===== src/rtl/cpu_types_pkg.sv =====
// Shared CPU types: register-number fields, pipeline controller state and
// the packed bundle of pipe-register enables/flushes.
package cpu_types_pkg;

  localparam int REG_BITS = 5;

  typedef logic [REG_BITS-1:0] regbits_t;

  typedef enum logic {
    PC_RUN    = 1'b0,
    PC_HALTED = 1'b1
  } pctrl_state_t;

  typedef struct packed {
    logic pc_en;
    logic ifid_en;
    logic idex_en;
    logic exmem_en;
    logic memwb_en;
    logic ifid_flush;
    logic idex_flush;
    logic exmem_flush;
    logic memwb_flush;
  } pctrl_out_t;

  // Field order: pc_en, en[IF/ID..MEM/WB], flush[IF/ID..MEM/WB]
  localparam pctrl_out_t PCTRL_ADVANCE = 9'b1_1111_0000;
  localparam pctrl_out_t PCTRL_RESET   = 9'b0_0000_1111;
  localparam pctrl_out_t PCTRL_FROZEN  = 9'b0_0000_0000;

endpackage


===== src/rtl/pipeline_ctrl_hazard_detect.sv =====
// Load-use hazard detector: a load in ID/EX whose destination feeds the
// instruction in IF/ID. Register 0 is hard-wired and never creates a hazard.
module hazard_detect #(
  parameter int REG_W = 5
) (
  input  logic             ex_dREN,
  input  logic [REG_W-1:0] ex_dest,
  input  logic [REG_W-1:0] id_rs,
  input  logic [REG_W-1:0] id_rt,
  output logic             lu_stall
);

  assign lu_stall = ex_dREN && (ex_dest != '0) &&
                    ((ex_dest == id_rs) || (ex_dest == id_rt));

endmodule


===== src/rtl/pipeline_ctrl.sv =====
// Hazard and sequencing controller for the 5-stage pipeline: priority mux of
// halt, data wait, redirect, load-use and fetch wait, plus a saturating stall counter.
module pipeline_ctrl
  import cpu_types_pkg::*;
#(
  parameter int REG_W = 5,
  parameter int CNT_W = 32
) (
  input  logic             CLK,
  input  logic             RST,
  input  logic             ihit,
  input  logic             dhit,
  input  logic             mem_dREN,
  input  logic             mem_dWEN,
  input  logic             ex_dREN,
  input  logic [REG_W-1:0] ex_dest,
  input  logic [REG_W-1:0] id_rs,
  input  logic [REG_W-1:0] id_rt,
  input  logic             ex_br_taken,
  input  logic             wb_halt,
  output logic             pc_en,
  output logic             ifid_en,
  output logic             idex_en,
  output logic             exmem_en,
  output logic             memwb_en,
  output logic             ifid_flush,
  output logic             idex_flush,
  output logic             exmem_flush,
  output logic             memwb_flush,
  output logic             halt,
  output logic [CNT_W-1:0] stall_cnt
);

  pctrl_state_t     state_q, state_d;
  logic             br_pend_q, br_pend_d;
  logic             halt_q;
  logic [CNT_W-1:0] stall_cnt_q;
  logic             lu_stall;
  logic             dwait;
  pctrl_out_t       ctl;

  hazard_detect #(.REG_W(REG_W)) u_hazard (
    .ex_dREN  (ex_dREN),
    .ex_dest  (ex_dest),
    .id_rs    (id_rs),
    .id_rt    (id_rt),
    .lu_stall (lu_stall)
  );

  assign dwait = (mem_dREN | mem_dWEN) & ~dhit;

  always_comb begin
    ctl       = PCTRL_ADVANCE;
    state_d   = state_q;
    br_pend_d = br_pend_q;
    if (RST) begin
      ctl = PCTRL_RESET;
    end else if (state_q == PC_HALTED || wb_halt) begin
      ctl     = PCTRL_FROZEN;
      state_d = PC_HALTED;
    end else if (dwait) begin
      // EX is frozen, so a redirect seen again during the freeze is the same branch
      ctl.pc_en       = 1'b0;
      ctl.ifid_en     = 1'b0;
      ctl.idex_en     = 1'b0;
      ctl.exmem_en    = 1'b0;
      ctl.memwb_flush = 1'b1;
      br_pend_d       = br_pend_q | ex_br_taken;
    end else if (ex_br_taken || br_pend_q) begin
      ctl.ifid_flush = 1'b1;
      ctl.idex_flush = 1'b1;
      br_pend_d      = 1'b0;
    end else if (lu_stall) begin
      ctl.pc_en      = 1'b0;
      ctl.ifid_en    = 1'b0;
      ctl.idex_flush = 1'b1;
    end else if (!ihit) begin
      ctl.pc_en      = 1'b0;
      ctl.ifid_flush = 1'b1;
    end
  end

  always_ff @(posedge CLK) begin
    if (RST) begin
      state_q     <= PC_RUN;
      br_pend_q   <= 1'b0;
      halt_q      <= 1'b0;
      stall_cnt_q <= '0;
    end else begin
      state_q   <= state_d;
      br_pend_q <= br_pend_d;
      halt_q    <= (state_d == PC_HALTED);
      if (state_q == PC_RUN && !ctl.pc_en && stall_cnt_q != '1) begin
        stall_cnt_q <= stall_cnt_q + CNT_W'(1);
      end
    end
  end

  assign pc_en       = ctl.pc_en;
  assign ifid_en     = ctl.ifid_en;
  assign idex_en     = ctl.idex_en;
  assign exmem_en    = ctl.exmem_en;
  assign memwb_en    = ctl.memwb_en;
  assign ifid_flush  = ctl.ifid_flush;
  assign idex_flush  = ctl.idex_flush;
  assign exmem_flush = ctl.exmem_flush;
  assign memwb_flush = ctl.memwb_flush;
  assign halt        = halt_q;
  assign stall_cnt   = stall_cnt_q;

endmodule


===== config.mk =====
export PLATFORM = sky130hd
export DESIGN_NAME = pipeline_ctrl
export DESIGN_NICKNAME = d
export VERILOG_FILES = /design/src/rtl/cpu_types_pkg.sv /design/src/rtl/pipeline_ctrl_hazard_detect.sv /design/src/rtl/pipeline_ctrl.sv
export SDC_FILE = /design/constraint.sdc
export NUM_CORES = 1
export LEC_CHECK = 0
export BUFFER_PORTS_ARGS = -buffer_cell sky130_fd_sc_hd__buf_2
export CORE_MARGIN = 2
export CORE_UTILIZATION = 35
export DETAILED_ROUTE_END_ITERATION = 6
export PLACE_DENSITY = 0.58
export SYNTH_ARGS = -nofsm -noshare
export SYNTH_HDL_FRONTEND = slang
export SYNTH_HIERARCHICAL = 1
export SYNTH_SLANG_ARGS = --single-unit

===== constraint.sdc =====
create_clock -name CLK -period 4 [get_ports CLK]
set_clock_uncertainty 0.05 [all_clocks]
set_input_delay 1.2 -clock CLK [delete_from_list [all_inputs] [get_ports CLK]]
set_output_delay 1.2 -clock CLK [all_outputs]
set_load 0.05 [all_outputs]

==> metrics.log <==
INFO  metric status = complete, no violations
INFO  metric worst_pin_slew = 0.582 ns
INFO  metric h-tree-depth = 2
INFO  metric seq_area_frac_synth = 31.5%
INFO  metric power-per-cell-area = 270 mW/mm^2
INFO  metric first_global_vias = 1899
INFO  metric gpl.final_weighted_congestion = 0.723
INFO  metric clock_tree.root_cell = sky130_fd_sc_hd__clkbuf_8
INFO  metric tritoncts_num_sinks = 34
INFO  metric drt.antenna.violating_nets = 0
INFO  metric timing.final.hold_violations = 0
INFO  metric tritoncts = built
INFO  metric worst_ep_arrival_time = 2.69 ns
INFO  metric hpwl_reported_at_the_end_of_detailed_placement = 4010 um
INFO  metric critical_path_peak_fanout = 2
INFO  metric die_ht = 82.6 um
INFO  metric crit_path_setup_slack_layout = 0.0590 ns
INFO  metric critical_setup_path_kind = primary input to output port
INFO  metric setup_viol_count_final = 0
INFO  metric reg2regPathDepth = 5
INFO  metric floorplan.die.width = 82.6 um
INFO  metric synth_enable_flop_cells = 0
INFO  metric drtIter0Drc = 79
INFO  metric yosysUniqueCellTypes = 48
INFO  metric n_fill_cell = 597
INFO  metric required = 2.75 ns
INFO  metric rows = 28
INFO  metric die_area = 0.00683 mm^2
INFO  metric clkSlewWorstSetupHoldPaths = 0.07 ns
INFO  metric ys.flop_type = sky130_fd_sc_hd__dfxtp_1
INFO  metric number_of_antenna_violations_at_the_first_check_in_global_routing = 0
INFO  metric global_route_wire_length_before_repair = 8950 um
INFO  metric finalCriticalPeriod = 3.94 ns
INFO  metric synthesis.area = 0.00216 mm^2
INFO  metric worstSetupEndpointType = output port
INFO  metric worstHoldPathType = flop to flop
INFO  metric cap_violations = 0
INFO  metric dpl_worst_slack = -0.0393 ns
INFO  metric design_power_total = 0.731 mW
INFO  metric yosys_register_bits = 34
INFO  metric clock_tree.buffer_depth = 2
INFO  metric worst_setup_path_start_kind = primary input
INFO  metric top_library_cells_by_usage_in_the_layout_fill_and_taps_aside = sky130_fd_sc_hd__buf_2, sky130_fd_sc_hd__dfxtp_1, sky130_fd_sc_hd__a21oi_1, sky130_fd_sc_hd__nand3_1
INFO  metric timing.slew.headroom = 60.8%
INFO  metric totalNegativeSetupSlack = 0 ns
INFO  metric timing_max_transition_violations_final = 0
INFO  metric drc = 0
INFO  metric synthToLayoutAreaGrowth = 25.1%
INFO  metric first_pass_iters = 4
INFO  metric worstHoldPathCells = 2
INFO  metric cts-buffers-inserted = 5
INFO  metric insertion_delay = 0.29 ns
INFO  metric initial_utilization = 36.3%
INFO  metric post_synth_inst_count = 258
INFO  metric syn_avg_cell_area = 8.38 um^2
INFO  metric drt-total-wl = 5620 um
INFO  metric portBuffers = 65
INFO  metric cts_hold_buf = 0
INFO  metric timing.final.crit_share = 98.5%
INFO  metric async_reset_ff_share = 0%
INFO  metric largest_net_degree_at_the_start_of_global_routing = 39
INFO  metric num_vias = 2190
INFO  metric gr-total-overflow = 0
INFO  metric leakage = 1.03 nW
INFO  metric num-nets-final = 350
INFO  metric post-route-util = 45.4%
INFO  metric design.core.area = 0.00596 mm^2
INFO  metric io_pins = 66
INFO  metric gr_usage_total = 17.0%
INFO  metric ir_worst_vdd = 140 uV
INFO  metric final_layout_size_suffix_gt1_share = 35.2%
INFO  metric fmaxAchievable = 254 MHz
INFO  metric avgRoutedWirePerCell = 14.1 um
INFO  metric number_of_diodes_added_for_antenna_fixing = 0
INFO  metric mostFrequentLayoutCell = sky130_fd_sc_hd__buf_2
INFO  metric routed_via_density = 5.49
INFO  metric syn-num-nets = 283
INFO  metric yosys_warning_total = 6
## registers in the layout (all words and copies together), names as in the netlist
name	cells
stall_cnt	32
halt	1
br_pend_q	1
## layout make-up
cell class,instances,area (um^2),share of cell area (%)
clock buffer,6,82.6,3.05
multi-input combinational,201,1390,51.4
tap,75,93.8,3.47
sequential,34,681,25.2
inverter,8,30.0,1.11
timing repair buffer,75,428,15.8
## stage by stage
step,hold slack (ns),instance area (um^2),std cells
2_1_floorplan,0.423,2200,258
3_3_place_gp,0.447,2600,393
3_5_place_dp,0.449,2600,393
4_1_cts,0.459,2690,399
5_1_grt,0.496,2710,399
6_report,0.455,2710,399
## worst paths after layout
check	start	endpoint	slack, ns
worst max register to register	stall_cnt[21]	stall_cnt[5]	1.65
worst min-delay path	stall_cnt[24]	stall_cnt[24]	0.46
worst min register to register	stall_cnt[24]	stall_cnt[24]	0.46
worst max-delay path	ex_dest[1]	ifid_flush	0.06
## routing by layer
layer / track usage [%] / vias to the layer above / share of wire, %
met3: 4.24 / 5 / 6.0
met2: 26.9 / 58 / 46
li1: - / 1106 / -
met1: 22.7 / 1021 / 47
met5: 0 / - / 0
met4: 4.92 / 0 / 0.98
## cells by family (layout without fill, tap and decap cells)
logic type	count (synthesis)	count (layout)	synth area share (%)
adders and majority gates	1	1	0.578
xor gates and xnor gates	10	10	4.05
AOI/OAI and AO/OA	58	58	17.8
buffers and inverters	23	89	6.30
muxes	8	8	5.21
DFF	34	34	31.5
and+or+nand+nor	124	124	34.6
## report_power, final
group / internal, mW / switching [mW]
sequential: 0.342 / 0.00590
clock: 0.133 / 0.126
combinational: 0.0435 / 0.0797
total: 0.518 / 0.212
## Yosys cell counts, types with 3 or more instances
master	count	area (um^2)
sky130_fd_sc_hd__a21oi_1	23	115
sky130_fd_sc_hd__and4_4	3	33.8
sky130_fd_sc_hd__buf_2	4	20.0
sky130_fd_sc_hd__buf_4	3	22.5
sky130_fd_sc_hd__buf_6	3	33.8
sky130_fd_sc_hd__clkbuf_1	3	11.3
sky130_fd_sc_hd__dfxtp_1	34	681
sky130_fd_sc_hd__inv_1	8	30.0
sky130_fd_sc_hd__mux2_4	6	90.1
sky130_fd_sc_hd__nand2_1	15	56.3
sky130_fd_sc_hd__nand3_1	19	95.1
sky130_fd_sc_hd__nand4_1	10	62.6
sky130_fd_sc_hd__nor2_1	14	52.6
sky130_fd_sc_hd__nor2b_1	10	62.6
sky130_fd_sc_hd__nor3_1	5	25.0
sky130_fd_sc_hd__nor3_2	4	40.0
sky130_fd_sc_hd__nor4_1	5	31.3
sky130_fd_sc_hd__o21ai_1	5	25.0
sky130_fd_sc_hd__o31ai_1	14	105
sky130_fd_sc_hd__o41ai_1	4	35.0
sky130_fd_sc_hd__or2_2	5	31.3
sky130_fd_sc_hd__or3_1	5	31.3
sky130_fd_sc_hd__or4_1	15	113
sky130_fd_sc_hd__xnor2_1	4	35.0
sky130_fd_sc_hd__xor2_1	6	52.6
## worst max-delay path: stages
cell,delay [ns]
sky130_fd_sc_hd__buf_2,0.10
sky130_fd_sc_hd__or4_1,0.51
sky130_fd_sc_hd__o21ai_1,0.14
sky130_fd_sc_hd__a21oi_1,0.06
sky130_fd_sc_hd__or2_2,0.32
sky130_fd_sc_hd__a31oi_4,0.19
sky130_fd_sc_hd__buf_6,0.18
## what timing repair did
action                                 CTS  global route
cloned                                   0             0
endpoints found under the hold margin    0             0
setup endpoints to repair                2             3
resized for setup                        2             6
buffers inserted                         0             0
Power figures use the tool's default switching activity.
